## src/rtl/ps2_host_tx.sv

```systemverilog
// ps2_host_tx -- PS/2 host-to-device command transmitter.
//
// Sends one command byte to a PS/2 device over the open-drain clock/data
// lines: clock inhibit, request-to-send, 8 data bits LSB first, odd parity,
// stop bit, then checks the device acknowledge and waits for bus idle.
//
// Optional feature: define PS2_TX_CLK_FILTER_EN to pass the synchronized
// PS/2 clock through an 8-cycle stability filter before edge detection.
//
// Ports:
//   clk            system clock
//   reset_ni       asynchronous active-low reset (releases both lines at once)
//   data_i         command byte to send
//   valid_i        send request; accepted when valid_i && ready_o
//   ready_o        high only while idle
//   busy_o         high from acceptance until the done/err pulse ends
//   done_o         one-cycle pulse: frame sent and acknowledged
//   err_o          one-cycle pulse: frame failed
//   err_code_o     01 = timeout, 10 = no acknowledge; holds until next error
//   ps2_clk_i      raw PS/2 clock line (asynchronous)
//   ps2_data_i     raw PS/2 data line (asynchronous)
//   ps2_clk_oe_o   1 = pull the clock line low
//   ps2_data_oe_o  1 = pull the data line low
`timescale 1ns/1ps
module ps2_host_tx #(
  parameter int FREQ_HZ    = 25000000,
  parameter int INHIBIT_US = 100,
  parameter int TIMEOUT_US = 15000
) (
  input  logic       clk,
  input  logic       reset_ni,
  input  logic [7:0] data_i,
  input  logic       valid_i,
  output logic       ready_o,
  output logic       busy_o,
  output logic       done_o,
  output logic       err_o,
  output logic [1:0] err_code_o,
  input  logic       ps2_clk_i,
  input  logic       ps2_data_i,
  output logic       ps2_clk_oe_o,
  output logic       ps2_data_oe_o
);

  localparam int INH_CYC = FREQ_HZ / 1000000 * INHIBIT_US;
  localparam int TO_CYC  = FREQ_HZ / 1000000 * TIMEOUT_US;
  localparam int INH_W   = (INH_CYC > 1) ? $clog2(INH_CYC + 1) : 1;
  localparam int TO_W    = (TO_CYC > 1) ? $clog2(TO_CYC + 1) : 1;
  localparam logic [INH_W-1:0] INH_LAST = INH_W'(INH_CYC - 1);
  localparam logic [TO_W-1:0]  TO_LAST  = TO_W'(TO_CYC - 1);

  typedef enum logic [2:0] {
    IDLE      = 3'd0,
    INHIBIT   = 3'd1,
    RTS       = 3'd2,
    BITS      = 3'd3,
    ACK       = 3'd4,
    WAIT_IDLE = 3'd5
  } state_t;

  state_t            state_reg, state_next;
  logic [7:0]        sh_reg, sh_next;
  logic [3:0]        n_reg, n_next;
  logic [INH_W-1:0]  inh_cnt_reg, inh_cnt_next;
  logic [TO_W-1:0]   to_cnt_reg, to_cnt_next;
  logic              clk_oe_reg, clk_oe_next;
  logic              data_oe_reg, data_oe_next;
  logic [1:0]        err_code_reg, err_code_next;
  logic [1:0]        code_now;

  // ---------------------------------------------------------------------
  // Input synchronizers; bit 0 = clock, bit 1 = data. Idle lines are high.
  // ---------------------------------------------------------------------
  logic [1:0] meta_reg, sync_reg;
  logic       clk_s, data_s, clk_f, clk_f_d_reg, fall, par, timeout;

  always_ff @(posedge clk or negedge reset_ni) begin
    if (!reset_ni) begin
      meta_reg <= 2'b11;
      sync_reg <= 2'b11;
    end else begin
      meta_reg <= {ps2_data_i, ps2_clk_i};
      sync_reg <= meta_reg;
    end
  end

  assign clk_s  = sync_reg[0];
  assign data_s = sync_reg[1];

`ifdef PS2_TX_CLK_FILTER_EN
  // The filtered clock follows the synchronized clock only after it has
  // disagreed for FILT consecutive samples, so short glitches never
  // reach the edge detector.
  localparam int FILT = 8;
  logic [2:0] filt_cnt_reg;
  logic       filt_clk_reg;

  always_ff @(posedge clk or negedge reset_ni) begin
    if (!reset_ni) begin
      filt_cnt_reg <= '0;
      filt_clk_reg <= 1'b1;
    end else if (clk_s == filt_clk_reg) begin
      filt_cnt_reg <= '0;
    end else if (filt_cnt_reg == 3'(FILT - 1)) begin
      filt_cnt_reg <= '0;
      filt_clk_reg <= clk_s;
    end else begin
      filt_cnt_reg <= filt_cnt_reg + 3'd1;
    end
  end

  assign clk_f = filt_clk_reg;
`else
  assign clk_f = clk_s;
`endif

  always_ff @(posedge clk or negedge reset_ni) begin
    if (!reset_ni) clk_f_d_reg <= 1'b1;
    else           clk_f_d_reg <= clk_f;
  end

  assign fall = clk_f_d_reg & ~clk_f;
  assign par  = ~^sh_reg;

  // A fall in the same cycle as the last allowed count wins over timeout.
  assign timeout = (state_reg == BITS || state_reg == ACK || state_reg == WAIT_IDLE)
                   && (to_cnt_reg == TO_LAST) && !fall;

  // ---------------------------------------------------------------------
  // State register (with datapath registers)
  // ---------------------------------------------------------------------
  always_ff @(posedge clk or negedge reset_ni) begin
    if (!reset_ni) begin
      state_reg    <= IDLE;
      sh_reg       <= '0;
      n_reg        <= '0;
      inh_cnt_reg  <= '0;
      to_cnt_reg   <= '0;
      clk_oe_reg   <= 1'b0;
      data_oe_reg  <= 1'b0;
      err_code_reg <= 2'b00;
    end else begin
      state_reg    <= state_next;
      sh_reg       <= sh_next;
      n_reg        <= n_next;
      inh_cnt_reg  <= inh_cnt_next;
      to_cnt_reg   <= to_cnt_next;
      clk_oe_reg   <= clk_oe_next;
      data_oe_reg  <= data_oe_next;
      err_code_reg <= err_code_next;
    end
  end

  // ---------------------------------------------------------------------
  // Next-state logic
  // ---------------------------------------------------------------------
  always_comb begin
    state_next = state_reg;
    case (state_reg)
      IDLE:      if (valid_i) state_next = INHIBIT;
      INHIBIT:   if (inh_cnt_reg == INH_LAST) state_next = RTS;
      RTS:       state_next = BITS;
      BITS: begin
        if (fall) begin
          if (n_reg == 4'd9) state_next = ACK;
        end else if (timeout) begin
          state_next = IDLE;
        end
      end
      ACK: begin
        if (fall)         state_next = data_s ? IDLE : WAIT_IDLE;
        else if (timeout) state_next = IDLE;
      end
      WAIT_IDLE: begin
        if (clk_s && data_s) state_next = IDLE;
        else if (timeout)    state_next = IDLE;
      end
      default:   state_next = IDLE;
    endcase
  end

  // ---------------------------------------------------------------------
  // Output / datapath logic
  // ---------------------------------------------------------------------
  always_comb begin
    sh_next      = sh_reg;
    n_next       = n_reg;
    inh_cnt_next = inh_cnt_reg;
    to_cnt_next  = to_cnt_reg;
    data_oe_next = data_oe_reg;
    done_o       = 1'b0;
    err_o        = 1'b0;
    code_now     = err_code_reg;

    case (state_reg)
      IDLE: begin
        inh_cnt_next = '0;
        if (valid_i) begin
          sh_next = data_i;
          n_next  = 4'd0;
        end
      end
      INHIBIT: inh_cnt_next = inh_cnt_reg + INH_W'(1);
      RTS:     to_cnt_next = '0;
      BITS: begin
        if (fall) begin
          n_next      = n_reg + 4'd1;
          to_cnt_next = '0;
          // Data bits n=1..8 carry sh[n-1]; OE is the inverse of the level.
          if (n_next <= 4'd8)      data_oe_next = ~sh_reg[n_reg[2:0]];
          else if (n_next == 4'd9) data_oe_next = ~par;
          else                     data_oe_next = 1'b0;
        end else begin
          to_cnt_next = to_cnt_reg + TO_W'(1);
          if (timeout) begin
            err_o    = 1'b1;
            code_now = 2'b01;
          end
        end
      end
      ACK: begin
        if (fall) begin
          to_cnt_next = '0;
          if (data_s) begin
            err_o    = 1'b1;
            code_now = 2'b10;
          end
        end else begin
          to_cnt_next = to_cnt_reg + TO_W'(1);
          if (timeout) begin
            err_o    = 1'b1;
            code_now = 2'b01;
          end
        end
      end
      WAIT_IDLE: begin
        if (clk_s && data_s) begin
          done_o = 1'b1;
        end else if (fall) begin
          to_cnt_next = '0;
        end else begin
          to_cnt_next = to_cnt_reg + TO_W'(1);
          if (timeout) begin
            err_o    = 1'b1;
            code_now = 2'b01;
          end
        end
      end
      default: ;
    endcase

    // Start bit: data goes low together with the last inhibit cycle.
    if (state_next == INHIBIT && inh_cnt_next == INH_LAST) data_oe_next = 1'b1;
    if (state_next == IDLE) data_oe_next = 1'b0;

    clk_oe_next   = (state_next == INHIBIT);
    err_code_next = err_o ? code_now : err_code_reg;
  end

  assign ready_o       = (state_reg == IDLE);
  assign busy_o        = ~ready_o;
  assign err_code_o    = err_code_next;
  assign ps2_clk_oe_o  = clk_oe_reg;
  assign ps2_data_oe_o = data_oe_reg;

endmodule

```

## config.mk

```make
export PLATFORM = sky130hd
export DESIGN_NAME = ps2_host_tx
export DESIGN_NICKNAME = d
export VERILOG_FILES = /design/src/rtl/ps2_host_tx.sv
export SDC_FILE = /design/constraint.sdc
export NUM_CORES = 1
export LEC_CHECK = 0
export ABC_CLOCK_PERIOD_IN_PS = 3400
export CAP_MARGIN = 20
export CORE_MARGIN = 1.5
export CORE_UTILIZATION = 40
export CTS_BUF_LIST = sky130_fd_sc_hd__clkbuf_16
export DETAILED_ROUTE_END_ITERATION = 10
export GPL_TIMING_DRIVEN = 1
export HOLD_SLACK_MARGIN = 0.1
export SYNTH_ARGS = -nofsm -noshare
export SYNTH_HDL_FRONTEND = slang
export SYNTH_SLANG_ARGS = --single-unit
```

## constraint.sdc

```tcl
create_clock -name clk -period 3.4 [get_ports clk]
set_clock_uncertainty 0.15 [all_clocks]
set_input_delay 0.34 -clock clk [delete_from_list [all_inputs] [get_ports clk]]
set_output_delay 0.34 -clock clk [all_outputs]
set_load 0.01 [all_outputs]
```

==> results of run 1 <==
## final timing paths
check,slack [ns],startpoint,depth (start not counted),end
min,0.21,meta_reg[0],0,sync_reg[0]
max,0.36,state_reg[2],8,err_code_o[1]
min reg2reg,0.21,meta_reg[0],0,sync_reg[0]
max reg2reg,0.52,inh_cnt_reg[0],7,ps2_data_oe_o
min in group asynchronous,0.56,reset_ni,2,inh_cnt_reg[8]
max in group asynchronous,1.80,reset_ni,3,err_code_reg[0]
## logic make-up (layout without fill, tap and decap cells)
group,Yosys count,in the layout,synth area share [%]
buffers and inverters,22,46,3.01
multiplexers,14,14,5.77
adder cells (fa/ha/maj),6,6,2.47
AO/OA/AOI/OAI,61,61,12.7
flip-flops,55,55,45.5
XOR/XNOR,16,16,4.62
AND/OR/NAND/NOR,149,149,25.8
## synthesized netlist by cell type (all sizes together), types with 2 or more instances
master	count
and3	4
xnor2	7
buf	2
nor4	4
dfstp	5
a22o	2
nor3b	3
o211ai	2
o31ai	4
ha	6
and2	3
dfrtp	50
nand3b	3
nor4b	2
nand2	42
a221oi	2
or4	2
a21oi	8
o41ai	2
xor2	9
nand4	5
nand3	20
or3	6
o21ai	30
nor3	7
mux2i	4
clkbuf	8
nor2	26
inv	12
nand2b	7
mux2	8
o22ai	2
nor2b	6
mux4	2
or2	2
## worst register-to-register path, stage by stage, from the launching register on
cell and delay (ns):
dfrtp_1 0.44, ha_1 0.30, nand3_1 0.20, and2_1 0.23
o41a_1 0.40, or4_1 0.40, or4b_1 0.53, a32oi_1 0.17
## through the flow
step                      hold slack (ns)  worst slack, ns  total power (W)  cell area [um2]  std cells
after floorplan                    -0.106            0.700         0.000676             3040        323
after global placement              0.196            0.612         0.000705             3350        437
after detailed placement            0.197            0.533         0.000705             3350        437
after CTS                           0.207            0.354          0.00129             3520        446
after global routing                0.211            0.147          0.00132             3520        446
final                               0.207            0.356          0.00127             3520        446
## report_power, final
| group | switching (W) | leakage [nW] | internal [W] |
|---|---|---|---|
| combinational | 0.0000160 | 0.746 | 0.0000142 |
| sequential | 0.00000243 | 0.706 | 0.000659 |
| clock | 0.000235 | 0.0818 | 0.000348 |
| total | 0.000253 | 1.53 | 0.00102 |
## area by class of cell
cell class | instances | area, um2 | share of cell area, %
clock buffers | 5 | 125 | 3.55
clock inverters | 3 | 42.5 | 1.21
inverters | 12 | 45.0 | 1.28
multi-input cells | 246 | 1560 | 44.3
flip-flops and latches | 55 | 1380 | 39.2
well taps | 99 | 124 | 3.52
repair buffers | 26 | 243 | 6.89
## metal layers
| metal | vias to the layer above | GRT usage (%) |
|---|---|---|
| met1 | 1183 | 23.3 |
| met2 | 47 | 25.2 |
| met3 | 5 | 2.96 |
| li1 | 1195 | - |
| met4 | 0 | 4.23 |
| met5 | - | 0 |
==> flow_summary.json, run 1 <==
{
  "finalSetupTns_ns": 0,
  "postCtsSetupBuffers": 0,
  "relSlewSlack_pct": 39.8,
  "status": "finished, final reports clean",
  "start_util_pct": 41.6,
  "yosysWarnings": 0,
  "start_kind": "flip-flop",
  "grt.total_usage_pct": 16.2,
  "wire_per_inst_um": 14.1,
  "netlist.top_cell.by_area": "dfrtp_1",
  "syn_nets": 342,
  "drtIter0Drc": 126,
  "power_leakage_nw": 1.53,
  "pin_count": 21,
  "coreArea_um2": 7290,
  "required_ns": 2.91,
  "cts_tree": "done",
  "period_share_pct": 89.5,
  "path_cells": "nor2b_1 > o21ai_0 > nor4_1 > buf_4 > nand2_1 > nand2_1 > nand2_1 > clkdlybuf4s50_1",
  "cp.arrival_ns": 2.55,
  "die_x_um": 90.1,
  "fillers": 680,
  "synth_seq_area_share_pct": 45.5,
  "peakVddDrop_v": 0.000209,
  "final_core_util_pct": 48.3,
  "cts_num_sinks": 55,
  "diodes": 0,
  "grt.overflow.total": 0,
  "synth_cell_types": 53,
  "timing_hold_violations_final": 0,
  "layout-drive-gt1-share_pct": 9.80,
  "syn-cell-area_um2": 3040,
  "fmaxAchievable_mhz": 329,
  "hold_path_class": "flip-flop to flip-flop",
  "criticalPathCategory": "flip-flop to primary output",
  "area_growth_pct": 16.1,
  "io_buffers": 20,
  "drc": 0,
  "post-route-min-period_ns": 3.04,
  "fin_nets": 365,
  "pwr_density_cell_nw_per_um2": 362,
  "final_cell_mix": "dfrtp_1 (50), nand2_1 (42), o21ai_0 (30)",
  "antenna_found_initial": 0,
  "syn_inst": 323,
  "synth_area_leaders": "dfrtp_1 (41%), nand2_1 (5.2%), o21ai_0 (4.9%), dfstp_2 (4.3%), nand3_1 (3.3%)",
  "cts_hold_buffers": 1,
  "clk_pin_slew_ns": 0.08,
  "wl_met1_mm": 3.12,
  "clock_latency_ns": 0.29,
  "worstMarginPinSlew_ns": 0.902,
  "cp_slowest_cell": "dfrtp_1",
  "vias": 2430,
  "ant_nets": 0,
  "place_hpwl_mm": 4.50,
  "die_area_um2": 8120,
  "endpoint_kind": "primary output",
  "path_common_cell": "nand2_1",
  "drv_cap": 0,
  "largest_register_ffs": 19,
  "synth_edf_count": 0,
  "drt-pass1-iter-count": 4,
  "cp_max_fo": 11,
  "first_global_vias": 2276,
  "cp_num_buf_inv": 2,
  "yosysTopAreaCellShare_pct": 41.2,
  "synth-main-ff-cell": "dfrtp_1",
  "final_common_cell": "dfrtp_1",
  "route.met2.wl_mm": 2.90,
  "crit_family": "simple AND/OR/NAND/NOR gates",
  "syn_area_per_cell_um2": 9.40,
  "numCtsBuffers": 5,
  "place_congestion": 0.889,
  "viasPerCell": 5.45,
  "slowest_delay_ns": 0.51,
  "rows": 31,
  "htree_levels": 2,
  "highest_layer": "met4",
  "routed_wl_mm": 6.28,
  "die_h_um": 90.1,
  "setup_viol": 0,
  "grt_max_degree": 42,
  "post_cts_resized": 0,
  "grt_pass1_wl_mm": 10.9,
  "rsz0062_at_grt": "false",
  "clock-root-buffer": "clkbuf_16",
  "synth_seq_cells": 55,
  "finalMaxSlewViolations": 0,
  "route.met3.wl_um": 213,
  "clockBufferDepth": 2,
  "ys_async_sr_fraction_pct": 100
}
(Power assumes the default switching activity.)
==> run 2: changes to the inputs <==
--- a/config.mk
+++ b/config.mk
@@ -5,14 +5,15 @@
 export SDC_FILE = /design/constraint.sdc
 export NUM_CORES = 1
 export LEC_CHECK = 0
+export ABC_AREA = 1
 export ABC_CLOCK_PERIOD_IN_PS = 3400
 export CAP_MARGIN = 20
-export CORE_MARGIN = 1.5
 export CORE_UTILIZATION = 40
 export CTS_BUF_LIST = sky130_fd_sc_hd__clkbuf_16
 export DETAILED_ROUTE_END_ITERATION = 10
 export GPL_TIMING_DRIVEN = 1
 export HOLD_SLACK_MARGIN = 0.1
+export SLEW_MARGIN = 20
 export SYNTH_ARGS = -nofsm -noshare
 export SYNTH_HDL_FRONTEND = slang
 export SYNTH_SLANG_ARGS = --single-unit
==> run 2 against run 1 <==
Against the previous run:
- worst setup slack better by 0.16 ns
- via count is 12% higher
- worst hold slack worse by 0.0067 ns
==> flow_summary.json, run 2 <==
{
  "status": "finished, final reports clean",
  "syn_nets": 445,
  "fin_nets": 471,
  "place_congestion": 0.865,
  "die_area_um2": 8330,
  "hold_slack_ns": 0.201,
  "finalSetupTns_ns": 0,
  "rsz0062_at_grt": "false",
  "yosysMostFrequentCell": "nand2_1",
  "endpoint_kind": "primary output",
  "multiInputGateArea_um2": 1580,
  "cts_hold_buffers": 1,
  "path_common_cell": "nand3_1",
  "first_global_vias": 2568,
  "crit_start": "sync_reg[0]",
  "clk_pin_slew_ns": 0.07,
  "fillers": 743,
  "synth-main-ff-cell": "dfrtp_1",
  "post-route-min-period_ns": 2.89,
  "syn-cell-area_um2": 3190,
  "numCtsBuffers": 5,
  "synth_area_leaders": "dfrtp_1 (39%), nand2_1 (13%), nand3_1 (7.4%), nor2_1 (6.2%), inv_1 (5.3%)",
  "die_x_um": 91.3,
  "io_buffers": 20,
  "pre_cts_slack_ns": 0.812,
  "routed_wl_mm": 6.66,
  "synth_compound_area_share_pct": 6.48,
  "clockBufferDepth": 2,
  "fmaxAchievable_mhz": 347,
  "start_util_pct": 41.3,
  "coreArea_um2": 7730,
  "syn_inst": 426,
  "layout-drive-gt1-share_pct": 9.27,
  "final_common_cell": "nand2_1",
  "timing_hold_violations_final": 0,
  "cts_num_sinks": 55,
  "required_ns": 2.91,
  "drc": 0,
  "synth_seq_cells": 55,
  "grt_max_degree": 36,
  "synthAdderAreaFrac_pct": 2.35,
  "ys_async_sr_fraction_pct": 100,
  "grt_pass1_wl_mm": 11.3,
  "yosys-top-cells-count": "nand2_1 (113), nor2_1 (53), dfrtp_1 (50)",
  "cp.arrival_ns": 2.40,
  "power_leakage_nw": 1.81,
  "cp_slowest_cell": "dfstp_2",
  "path_cells": "inv_1 > nand2_1 > inv_1 > nor3_1 > nand3_1 > nor2_1 > nand3_1 > nand3_1 > o21ai_0 > clkdlybuf4s50_1",
  "yosysWarnings": 0,
  "criticalPathCategory": "flip-flop to primary output",
  "period_share_pct": 84.9,
  "setup_viol": 0,
  "stdcell_area_um2": 3650,
  "ant_nets": 0,
  "drv_cap": 0,
  "postCtsSetupBuffers": 0,
  "relSlewSlack_pct": 58.3,
  "clock-root-buffer": "clkbuf_16",
  "vias": 2730,
  "netlist.top_cell.by_area": "dfrtp_1",
  "hold_start": "meta_reg[0]",
  "viasPerCell": 4.92,
  "synth.area.mux_share_pct": 2.47,
  "final_core_util_pct": 47.2,
  "diodes": 0,
  "area_growth_pct": 14.4,
  "pin_count": 21,
  "place_hpwl_mm": 5.04,
  "slowest_delay_ns": 0.54,
  "seqCellArea_um2": 1380,
  "peakVddDrop_v": 0.000224,
  "pwr_density_cell_nw_per_um2": 323,
  "clock_latency_ns": 0.29,
  "synthXorXnorAreaFrac_pct": 3.57,
  "hold_path_class": "flip-flop to flip-flop",
  "start_kind": "flip-flop",
  "cts_tree": "done",
  "synth_cell_types": 36,
  "synth_edf_count": 0,
  "antenna_found_initial": 0,
  "final_cell_mix": "nand2_1 (113), nor2_1 (53), dfrtp_1 (50)",
  "grt.overflow.total": 0,
  "synth_seq_area_share_pct": 43.4,
  "drt-pass1-iter-count": 4,
  "synthSimpleGateAreaFrac_pct": 34.7,
  "place_area_um2": 3500,
  "synth_top_family_by_area": "simple AND/OR/NAND/NOR gates",
  "rows": 32,
  "worstMarginPinSlew_ns": 0.624,
  "post_cts_resized": 0,
  "largest_register_ffs": 19,
  "r2r-start": "state_reg[1]",
  "grt.total_usage_pct": 17.0,
  "htree_levels": 2,
  "drtIter0Drc": 87,
  "syn_area_per_cell_um2": 7.48,
  "die_h_um": 91.3,
  "wire_per_inst_um": 12.0,
  "fin_ws_ns": 0.514,
  "finalMaxSlewViolations": 0,
  "yosysTopAreaCellShare_pct": 39.2,
  "cp_max_fo": 7
}
## run 2: critical path, delay by kind of cell, from the launching register on
family,cells,cell delay [ns]
AO/OA/AOI/OAI,1,0.10
buffers and inverters,3,0.63
flip-flops,1,0.54
AND/OR/NAND/NOR,6,0.84
## run 2: cell families after synthesis
logic type,after synthesis
compound gates,38
xor+xnor,13
fa+ha+maj,6
buf+inv,59
flops,55
mux,7
simple gates,248
## run 2: path summary, 6_finish.rpt
path                       slack (ns)  cells after the start              to
max                              0.51                     10   err_code_o[1]
min                              0.20                      0     sync_reg[0]
max reg2reg                      1.32                      9   ps2_data_oe_o
min reg2reg                      0.20                      0     sync_reg[0]
max in group asynchronous        1.91                      3       sh_reg[3]
min in group asynchronous        0.38                      2  to_cnt_reg[15]
## run 2: per-layer routing
layer,part of all wire [%],global-route usage [%],vias up
li1,-,-,1420
met1,46,21.5,1256
met2,49,29.4,48
met3,3.6,2.76,6
met4,1.2,5.69,0
met5,0,0,-
## run 2: where the power goes
part | switching [W] | internal [W]
clock | 0.000222 | 0.000266
sequential | 0.00000126 | 0.000659
combinational | 0.0000166 | 0.0000135
## run 2: area by class of cell
class | instances | share of cell area [%]
Multi-Input combinational cell | 312 | 43.3
Sequential cell | 55 | 37.9
Timing Repair Buffer | 22 | 5.83
Inverter | 56 | 5.76
Tap cell | 102 | 3.50
Clock buffer | 5 | 3.43
Clock inverter | 3 | 0.309
## run 2: per-stage QoR
stage	power (W)	instances
after floorplan	0.000675	426
after global placement	0.000704	546
after detailed placement	0.000704	546
after CTS	0.00120	555
after global routing	0.00122	555
final	0.00118	555
